===== src/rtl/clk_speed_switch_ctrl.sv =====
// ---------------------------------------------------------------------------
// clk_speed_switch_ctrl
//
// Sequences a generation-speed change (Gen4/Gen3/Gen2) on the local clock
// divider so downstream consumers never see a runt or glitched clock:
//   drain the link -> gate clock enables -> hold divider in reset while the
//   new speed is applied -> let the divided clocks settle -> release.
// Out of reset the block runs one settle/release pass at DEFAULT_SPEED
// without signalling done.
//
// Ports
//   local_clk  in   fast local clock, all logic on its rising edge
//   rst        in   asynchronous active-low reset
//   req_valid  in   speed-change request valid
//   req_speed  in   requested speed (00 Gen4, 01 Gen3, 10 Gen2, 11 illegal)
//   req_ready  out  request can be accepted this cycle
//   link_idle  in   datapath has no traffic in flight
//   gen_speed  out  speed select to the clock divider
//   div_rst_n  out  synchronous active-low divider reset
//   clk_en     out  enable for divided-clock consumers
//   busy       out  a switch sequence is in progress
//   done       out  one-cycle pulse, request completed
//   err        out  one-cycle pulse, illegal speed or drain timeout
// ---------------------------------------------------------------------------
module clk_speed_switch_ctrl #(
    parameter logic [1:0] DEFAULT_SPEED = 2'b00,
    parameter int         GATE_CYCLES   = 4,
    parameter int         RST_CYCLES    = 2,
    parameter int         SETTLE_CYCLES = 66,
    parameter int         DRAIN_TIMEOUT = 256,
    parameter int         CNT_W         = 9
) (
    input  logic       local_clk,
    input  logic       rst,
    input  logic       req_valid,
    input  logic [1:0] req_speed,
    output logic       req_ready,
    input  logic       link_idle,
    output logic [1:0] gen_speed,
    output logic       div_rst_n,
    output logic       clk_en,
    output logic       busy,
    output logic       done,
    output logic       err
);

    localparam logic [2:0] S_IDLE    = 3'd0;
    localparam logic [2:0] S_DRAIN   = 3'd1;
    localparam logic [2:0] S_GATE    = 3'd2;
    localparam logic [2:0] S_DIV_RST = 3'd3;
    localparam logic [2:0] S_SETTLE  = 3'd4;
    localparam logic [2:0] S_RELEASE = 3'd5;

    localparam logic [CNT_W-1:0] GATE_LAST   = CNT_W'(GATE_CYCLES - 1);
    localparam logic [CNT_W-1:0] RST_LAST    = CNT_W'(RST_CYCLES - 1);
    localparam logic [CNT_W-1:0] SETTLE_LAST = CNT_W'(SETTLE_CYCLES - 1);
    localparam logic [CNT_W-1:0] DRAIN_LAST  = CNT_W'(DRAIN_TIMEOUT - 1);

    logic [2:0]       r_state;
    logic [CNT_W-1:0] r_cnt;
    logic [1:0]       r_tgt;
    logic             r_init;      // set until the post-reset pass finishes
    logic [1:0]       r_gen_speed;
    logic             r_req_ready;
    logic             r_div_rst_n;
    logic             r_clk_en;
    logic             r_busy;
    logic             r_done;
    logic             r_err;

    logic [2:0] w_next_state;
    logic       w_accept;
    logic       w_illegal;
    logic       w_same;
    logic       w_start;
    logic       w_timeout;

    // req_ready is registered, so a handshake is only honoured while the
    // FSM is still sitting in IDLE.
    assign w_accept  = (r_state == S_IDLE) && req_valid && r_req_ready;
    assign w_illegal = w_accept && (req_speed == 2'b11);
    assign w_same    = w_accept && !w_illegal && (req_speed == r_gen_speed);
    assign w_start   = w_accept && !w_illegal && !w_same;
    // link_idle wins over the timeout when both land on the last drain cycle
    assign w_timeout = (r_state == S_DRAIN) && !link_idle && (r_cnt == DRAIN_LAST);

    always_comb begin
        w_next_state = r_state;
        case (r_state)
            S_IDLE:    if (w_start) w_next_state = S_DRAIN;
            S_DRAIN: begin
                if (link_idle)      w_next_state = S_GATE;
                else if (w_timeout) w_next_state = S_IDLE;
            end
            S_GATE:    if (r_cnt == GATE_LAST)   w_next_state = S_DIV_RST;
            S_DIV_RST: if (r_cnt == RST_LAST)    w_next_state = S_SETTLE;
            S_SETTLE:  if (r_cnt == SETTLE_LAST) w_next_state = S_RELEASE;
            S_RELEASE: w_next_state = S_IDLE;
            default:   w_next_state = S_IDLE;
        endcase
    end

    always_ff @(posedge local_clk or negedge rst) begin
        if (!rst) begin
            r_state <= S_SETTLE;
            r_cnt   <= '0;
            r_tgt   <= DEFAULT_SPEED;
            r_init  <= 1'b1;
        end else begin
            r_state <= w_next_state;
            if (w_next_state != r_state)
                r_cnt <= '0;
            else if (r_state != S_IDLE)
                r_cnt <= r_cnt + CNT_W'(1);
            if (w_start)
                r_tgt <= req_speed;
            if (r_state == S_RELEASE)
                r_init <= 1'b0;
        end
    end

    // Outputs follow the state one cycle later, so clk_en is already low a
    // full cycle before div_rst_n drops and the speed select moves.
    always_ff @(posedge local_clk or negedge rst) begin
        if (!rst) begin
            r_gen_speed <= DEFAULT_SPEED;
            r_req_ready <= 1'b0;
            r_div_rst_n <= 1'b1;
            r_clk_en    <= 1'b0;
            r_busy      <= 1'b1;
            r_done      <= 1'b0;
            r_err       <= 1'b0;
        end else begin
            r_clk_en    <= !((r_state == S_GATE) || (r_state == S_DIV_RST) ||
                             (r_state == S_SETTLE));
            r_div_rst_n <= (r_state != S_DIV_RST);
            if (r_state == S_DIV_RST)
                r_gen_speed <= r_tgt;
            r_busy      <= (w_next_state != S_IDLE);
            r_req_ready <= (r_state == S_IDLE) && (w_next_state == S_IDLE);
            r_done      <= ((r_state == S_RELEASE) && !r_init) || w_same;
            r_err       <= w_illegal || w_timeout;
        end
    end

    assign gen_speed = r_gen_speed;
    assign req_ready = r_req_ready;
    assign div_rst_n = r_div_rst_n;
    assign clk_en    = r_clk_en;
    assign busy      = r_busy;
    assign done      = r_done;
    assign err       = r_err;

endmodule

===== config.mk =====
export PLATFORM = sky130hd
export DESIGN_NAME = clk_speed_switch_ctrl
export DESIGN_NICKNAME = d
export VERILOG_FILES = /design/src/rtl/clk_speed_switch_ctrl.sv
export SDC_FILE = /design/constraint.sdc
export NUM_CORES = 1
export LEC_CHECK = 0
export CORE_ASPECT_RATIO = 1.75
export CORE_MARGIN = 3
export CORE_UTILIZATION = 46
export DETAILED_ROUTE_END_ITERATION = 6
export PLACE_DENSITY = 0.8
export SYNTH_ARGS = -nofsm -noshare
export SYNTH_HDL_FRONTEND = slang
export SYNTH_SLANG_ARGS = --single-unit
export TNS_END_PERCENT = 10

===== constraint.sdc =====
create_clock -name local_clk -period 3.1 [get_ports local_clk]
set_clock_uncertainty 0.15 [all_clocks]
set_input_delay 0.62 -clock local_clk [delete_from_list [all_inputs] [get_ports local_clk]]
set_output_delay 0.62 -clock local_clk [all_outputs]
set_load 0.02 [all_outputs]

; ---- After elaboration in Yosys (flattened, before gate mapping)
; Index checks and enable logic that the tools add are counted.
[op_classes]
addsub = 1
n_eq_ne = 13
n_mux = 9
n_reduce_logical = 24
[ops]
columns = op, count
row1 = two-way mux 3 bit, 6
row2 = two-way mux 9 bit, 2
row3 = case mux 3 bit (5 select lines), 1
row4 = logical AND 1 bit, 10
row5 = adder 9 x 1 -> 9 bit (second input constant), 1
row6 = == test 9 x 1 -> 1 bit (second input constant), 1
row7 = == test 9 x 2 -> 1 bit (second input constant), 1
row8 = == test 9 x 7 -> 1 bit (second input constant), 1
row9 = == test 9 x 8 -> 1 bit (second input constant), 1
row10 = == test 3 x 2 -> 1 bit (second input constant), 2
row11 = == test 3 bit (second input constant), 2
row12 = zero test 3 bit, 2
row13 = nonzero test 3 bit, 2
row14 = zero test 1 bit, 5
row15 = logical OR 1 bit, 4
row16 = == test 3 x 1 -> 1 bit (second input constant), 1
row17 = inequality test 3 x 2 -> 1 bit (second input constant), 1
row18 = inequality test 3 bit, 1
row19 = == test 2 bit, 1
row20 = == test 2 bit (second input constant), 1
row21 = nonzero test 2 bit, 1
[word_totals]
reg_bits = 23
inputBits = 6
out_inout_bits = 8
elab_cells = 58

; ---- Depth between registers and ports, before layout
[logic_depth]
word_depth = 13
ltp_mapped = 7
mapped_depth_nobuf = 7

; ---- Least setup slack after synthesis
; No wires, ideal clock.
[synth_timing]
path_kind = input -> register
startpoint = in link_idle
endpoint = reg r_cnt[1]
setup_ns = 0.094
arrival_ns = 1.590
t_required_ns = 2.856
path_slack_ns = 1.266
path_stages = 4
n_path_buf = 0
cell_sequence = or4b_4 o22ai_1 a31oi_2 a211oi_1
[synth_between]
elab_chain_cells = 8
elab_cells_between_ends = 9
classes_between = eq/ne (1) / mux (4) / reduce/logical (4)
[synth_rtl]
columns = element, line_no
row1 = "start, declared", 38  ; input logic link_idle,
row2 = zero test 1 bit, 85  ; assign w_timeout = (r_state == S_DRAIN) && !link_idle && (r_cnt == DRAIN_LAST);
row3 = logical AND 1 bit (2 in series), 85
row4 = two-way mux 3 bit, 93  ; else if (w_timeout) w_next_state = S_IDLE;
row5 = two-way mux 3 bit *, 92  ; if (link_idle) w_next_state = S_GATE;
row6 = case mux 3 bit (5 select lines) *, 89  ; case (r_state)
row7 = inequality test 3 bit *, 111  ; if (w_next_state != r_state)
row8 = two-way mux 9 bit or nonzero test 2 bit (tied branches), n/a
row9 = "end signal, assigned", 114  ; r_cnt <= r_cnt + CNT_W'(1);
row10 = "end, declared", 60  ; logic [CNT_W-1:0] r_cnt;
; Mark *: on every way between the ends. The rest lies on a longest branch, timed or not.
; A chain may end at the register's enable or synchronous reset.

; ---- Worst setup path after layout
[layout_timing]
startpoint = in req_speed[0]
endpoint = reg r_cnt[8]
[layout_between]
elab_chain_cells = 11
elab_cells_between_ends = 13
classes_between = eq/ne (3) / mux (3) / reduce/logical (7)
[layout_rtl]
columns = element, line_no
row1 = "start, declared", 36  ; input logic [1:0] req_speed,
row2 = == test 2 bit, 81  ; assign w_illegal = w_accept && (req_speed == 2'b11);
row3 = logical AND 1 bit, 81
row4 = zero test 1 bit, "82, 83"
row5 = logical AND 1 bit, "82, 83"
row6 = logical AND 1 bit, 82  ; assign w_same = w_accept && !w_illegal && (req_speed == r_gen_speed);
row7 = zero test 1 bit, 83  ; assign w_start = w_accept && !w_illegal && !w_same;
row8 = logical AND 1 bit *, 83
row9 = two-way mux 3 bit *, 90  ; S_IDLE: if (w_start) w_next_state = S_DRAIN;
row10 = case mux 3 bit (5 select lines) *, 89
row11 = inequality test 3 bit *, 111
row12 = two-way mux 9 bit or nonzero test 2 bit (tied branches), n/a
; Marks and branches as above.

==> out/summary.log <==
[run_status] run status finished, final reports clean
[detailed_routing] DRC violation count after routing 0
[floorplanning] Total Die Area 3220 um2
[yosys] share of the yosys chip area belonging to registers 49.4%
[floorplanning] io pins 14
[critical_path] worst endpoint required time 3.08 ns
[sta] Hold WS 0.347 ns
[critical_path] CP Capture Type flip-flop
[yosys] top-area cell type share of the netlist area 40.4%
[critical_path] maximum fanout count along the critical path 9
[hold_path] hold path endpoint r_init$_DFFE_PN1N_
[yosys] Mapped Nets 117
[grt] GRT Util Overall 16.3%
[grt] global routing usage on met2 30.7%
[yosys] number of distinct library cells after synthesis 38
[clock_tree] clock tree from TritonCTS done
[detailed_routing] per-cell via count in the routed design 5.92
[final_layout] Layout Nets 132
[sta] final period utilization 75.1%
[final_layout] most used cells in the layout excluding fill and tap cells dfrtp_1 (19), nor2_1 (17), clkdlybuf4s50_1 (13)
[sta] final setup violation count 0
[sta] maximum clock frequency 430 MHz
[clock_tree] number of buffers inserted during clock tree synthesis 3
[final_layout] Layout Utilization 56.9%
[yosys] share of cell area taken by muxes after synthesis 3.83%
[clock_tree] Gates resized, CTS repair 0
[placement] dpl cell area 1300 um2
[critical_path] R2R setup slack 1.10 ns
[power] static leakage power 0.576 nW
[yosys] Post-synth ARST share 100%
[hold_path] hold crit path type reg2reg
[final_layout] Post-Layout Inst Area 1340 um2
[floorplanning] core outline area 2360 um2
[sta] max-slew violations 0
[floorplanning] starting density of the core 49.8%
[critical_path] Critical Path Start Type input pin
[final_layout] leading cell type in the layout, fill and taps excluded dfrtp_1
[placement] Detailed Place HPWL 1730 um
[yosys] post-synthesis cell area 1180 um2
[hold_path] hold wc startpoint r_init$_DFFE_PN1N_
[placement] final weighted congestion of routability-driven global placement 0.854
[detailed_routing] total via count in the routed design 870
[detailed_routing] TritonRoute pass-1 iters 4
[critical_path] cells on worst reg2reg path 5
[grt] most congested layer reported by global routing met2
[power] overall power after layout 0.00117 W
[critical_path] RR Startpoint r_state[0]$_DFF_PN0_
[detailed_routing] WL final 2300 um
[grt] routing usage on met3 2.22%
[critical_path] endpoint of the worst-slack reg-to-reg timing path r_cnt[8]$_DFFE_PN0P_
[yosys] post-synthesis cell type with the largest combined area dfrtp_1
[detailed_routing] Final ANT Viol Nets 0
[placement] count of buffers from port buffering 13
[final_layout] number of inserted diodes 0
[clock_tree] CTS hold repair buffers 0
[power] power per cell area 872 nW/um2
[sta] unrepaired setup endpoints after global routing no
[clock_tree] clock slew at the register clock pins of the worst setup and hold paths 0.08 ns
[clock_tree] clock net sink count 23
[yosys] largest cells by area after synthesis dfrtp_1 (40%), dfstp_2 (8.9%), nor2_1 (5.4%)
[yosys] number of instances in the synthesized netlist 108
[yosys] main combinational cell family by area after synthesis simple AND/OR/NAND/NOR gates
[critical_path] type of the setup path with the least slack in2reg
[final_layout] Layout area overhead 14.3%
[sta] final-report hold violation count 0
[yosys] Compound-Gate Fraction of Synth Area 11.4%
[yosys] synth warn 0
[floorplanning] height of the chip 72.9 um
[clock_tree] count of buffers added by post-CTS timing repair for setup 0
[power] Worst IR Drop VDD 0.424 mV
[grt] initial antenna violation count 0
[clock_tree] number of buffers on the longest clock path 2
[yosys] number of synthesized flops with an enable pin 0
[clock_tree] insertion delay to the later sink of the worst-skew pair 0.27 ns
[grt] GR met1 Demand/Resource 17.0%
[sta] worst-margin pin slew 0.459 ns
[sta] min Tclk post-route 2.33 ns
[detailed_routing] average detailed-routed wire length per instance 15.7 um
[yosys] post-synthesis share of cell area spent on full adders, half adders and majority gates 3.19%
[grt] overflow left after global routing 0
[yosys] flip-flop cell with the highest count after synthesis dfrtp_1
[flow_run] Maximum Capacitance Violations 0
[hold_path] count of cells along the worst hold path 1
[clock_tree] CTS H-tree lvls 1
[final_layout] fraction of layout instances using a drive strength above 1 18.0%
[critical_path] worst endpoint data arrival time 2.30 ns
[yosys] flip-flop and latch count after synthesis 23
[floorplanning] count of standard-cell rows 23
[sta] max_slew headroom 69.3%
[grt] global-route wire length before repair 3930 um
[detailed_routing] drt first-iter violations 24
[floorplanning] die span in x 44.2 um
[grt] via count of the first global-routing pass 902
[yosys] xor and xnor area share after synthesis 4.47%
[sta] setup total negative slack 0 ns
[yosys] average instance area after synthesis 10.9 um2
[grt] pin count of the biggest net entering global routing 24
[yosys] Synth Area in Simple Gates 22.8%
[clock_tree] Root Buffer Master clkbuf_8
==> worst max path at each step <==
stage	cells past startpoint	to	slack, ns	from
after CTS	6	r_cnt[8]$_DFFE_PN0P_	0.77	req_speed[0]
after floorplan	4	r_cnt[1]$_DFFE_PN0P_	1.27	link_idle
final	6	r_cnt[8]$_DFFE_PN0P_	0.77	req_speed[0]
after global routing	6	r_cnt[2]$_DFFE_PN0P_	0.63	req_speed[0]
after detailed placement	6	r_cnt[8]$_DFFE_PN0P_	0.51	req_speed[0]
after global placement	6	r_cnt[8]$_DFFE_PN0P_	0.62	req_speed[0]
==> per-stage QoR <==
step | worst slack (ns) | cells
global route | 0.630 | 147
global placement | 0.620 | 143
CTS | 0.766 | 147
detailed placement | 0.505 | 143
finish | 0.773 | 147
floorplan | 1.27 | 108
==> cell usage after synthesis (all sizes together), types with 2 or more instances <==
cell type and number:
dfrtp 19, nor2 17, nand2 6, a21oi 5, buf 4, dfstp 4
mux2 4, nor2b 4, ha 3, inv 3, nand4 3, o22ai 3
xnor2 3, xor2 3, a211oi 2, and4b 2, nand3 2, nor3 2
nor3b 2, nor4 2, o211ai 2, o21bai 2, or3 2
==> metal layers <==
metal / up-vias / routed length [um]
met5: - / 0
met4: 0 / 48
met3: 5 / 58
met2: 21 / 1310
met1: 431 / 888
li1: 413 / -
==> registers in the layout, indices dropped and copies added (netlist names) <==
signal / flops
r_cnt: 9
r_state: 3
gen_speed: 2
r_tgt: 2
busy: 1
clk_en: 1
div_rst_n: 1
done: 1
err: 1
r_init: 1
req_ready: 1
==> power by group <==
part | internal, W | total [W] | leakage (nW) | switching (W)
Combinational | 0.000226 | 0.000472 | 0.264 | 0.000245
Sequential | 0.000404 | 0.000514 | 0.287 | 0.000110
Clock | 0.0000898 | 0.000186 | 0.0255 | 0.0000957
Total | 0.000721 | 0.00117 | 0.576 | 0.000450
==> logic make-up (layout without fill, tap and decap cells) <==
kind of cell	Yosys count	after routing
flip-flops	23	23
buffers and inverters	7	21
adder cells (fa/ha/maj)	3	3
AND/OR/NAND/NOR	47	47
multiplexers	4	4
AO/OA/AOI/OAI	18	18
XOR/XNOR	6	6
==> worst max-delay path, stage by stage <==
cell and delay (ns):
clkdlybuf4s50_1 0.56, nor2b_1 0.23, o21bai_1 0.10, a21o_2 0.26, a31oi_2 0.43, a211oi_1 0.11
==> final cells by class <==
type / instances / area (um2)
fillers: 214 / 1020
flip-flops and latches: 23 / 581
multi-input cells: 78 / 537
repair buffers: 14 / 138
clock buffers: 3 / 41.3
well taps: 25 / 31.3
inverters: 3 / 11.3
clock inverters: 1 / 5.00
Power figures use the tool's default switching activity.
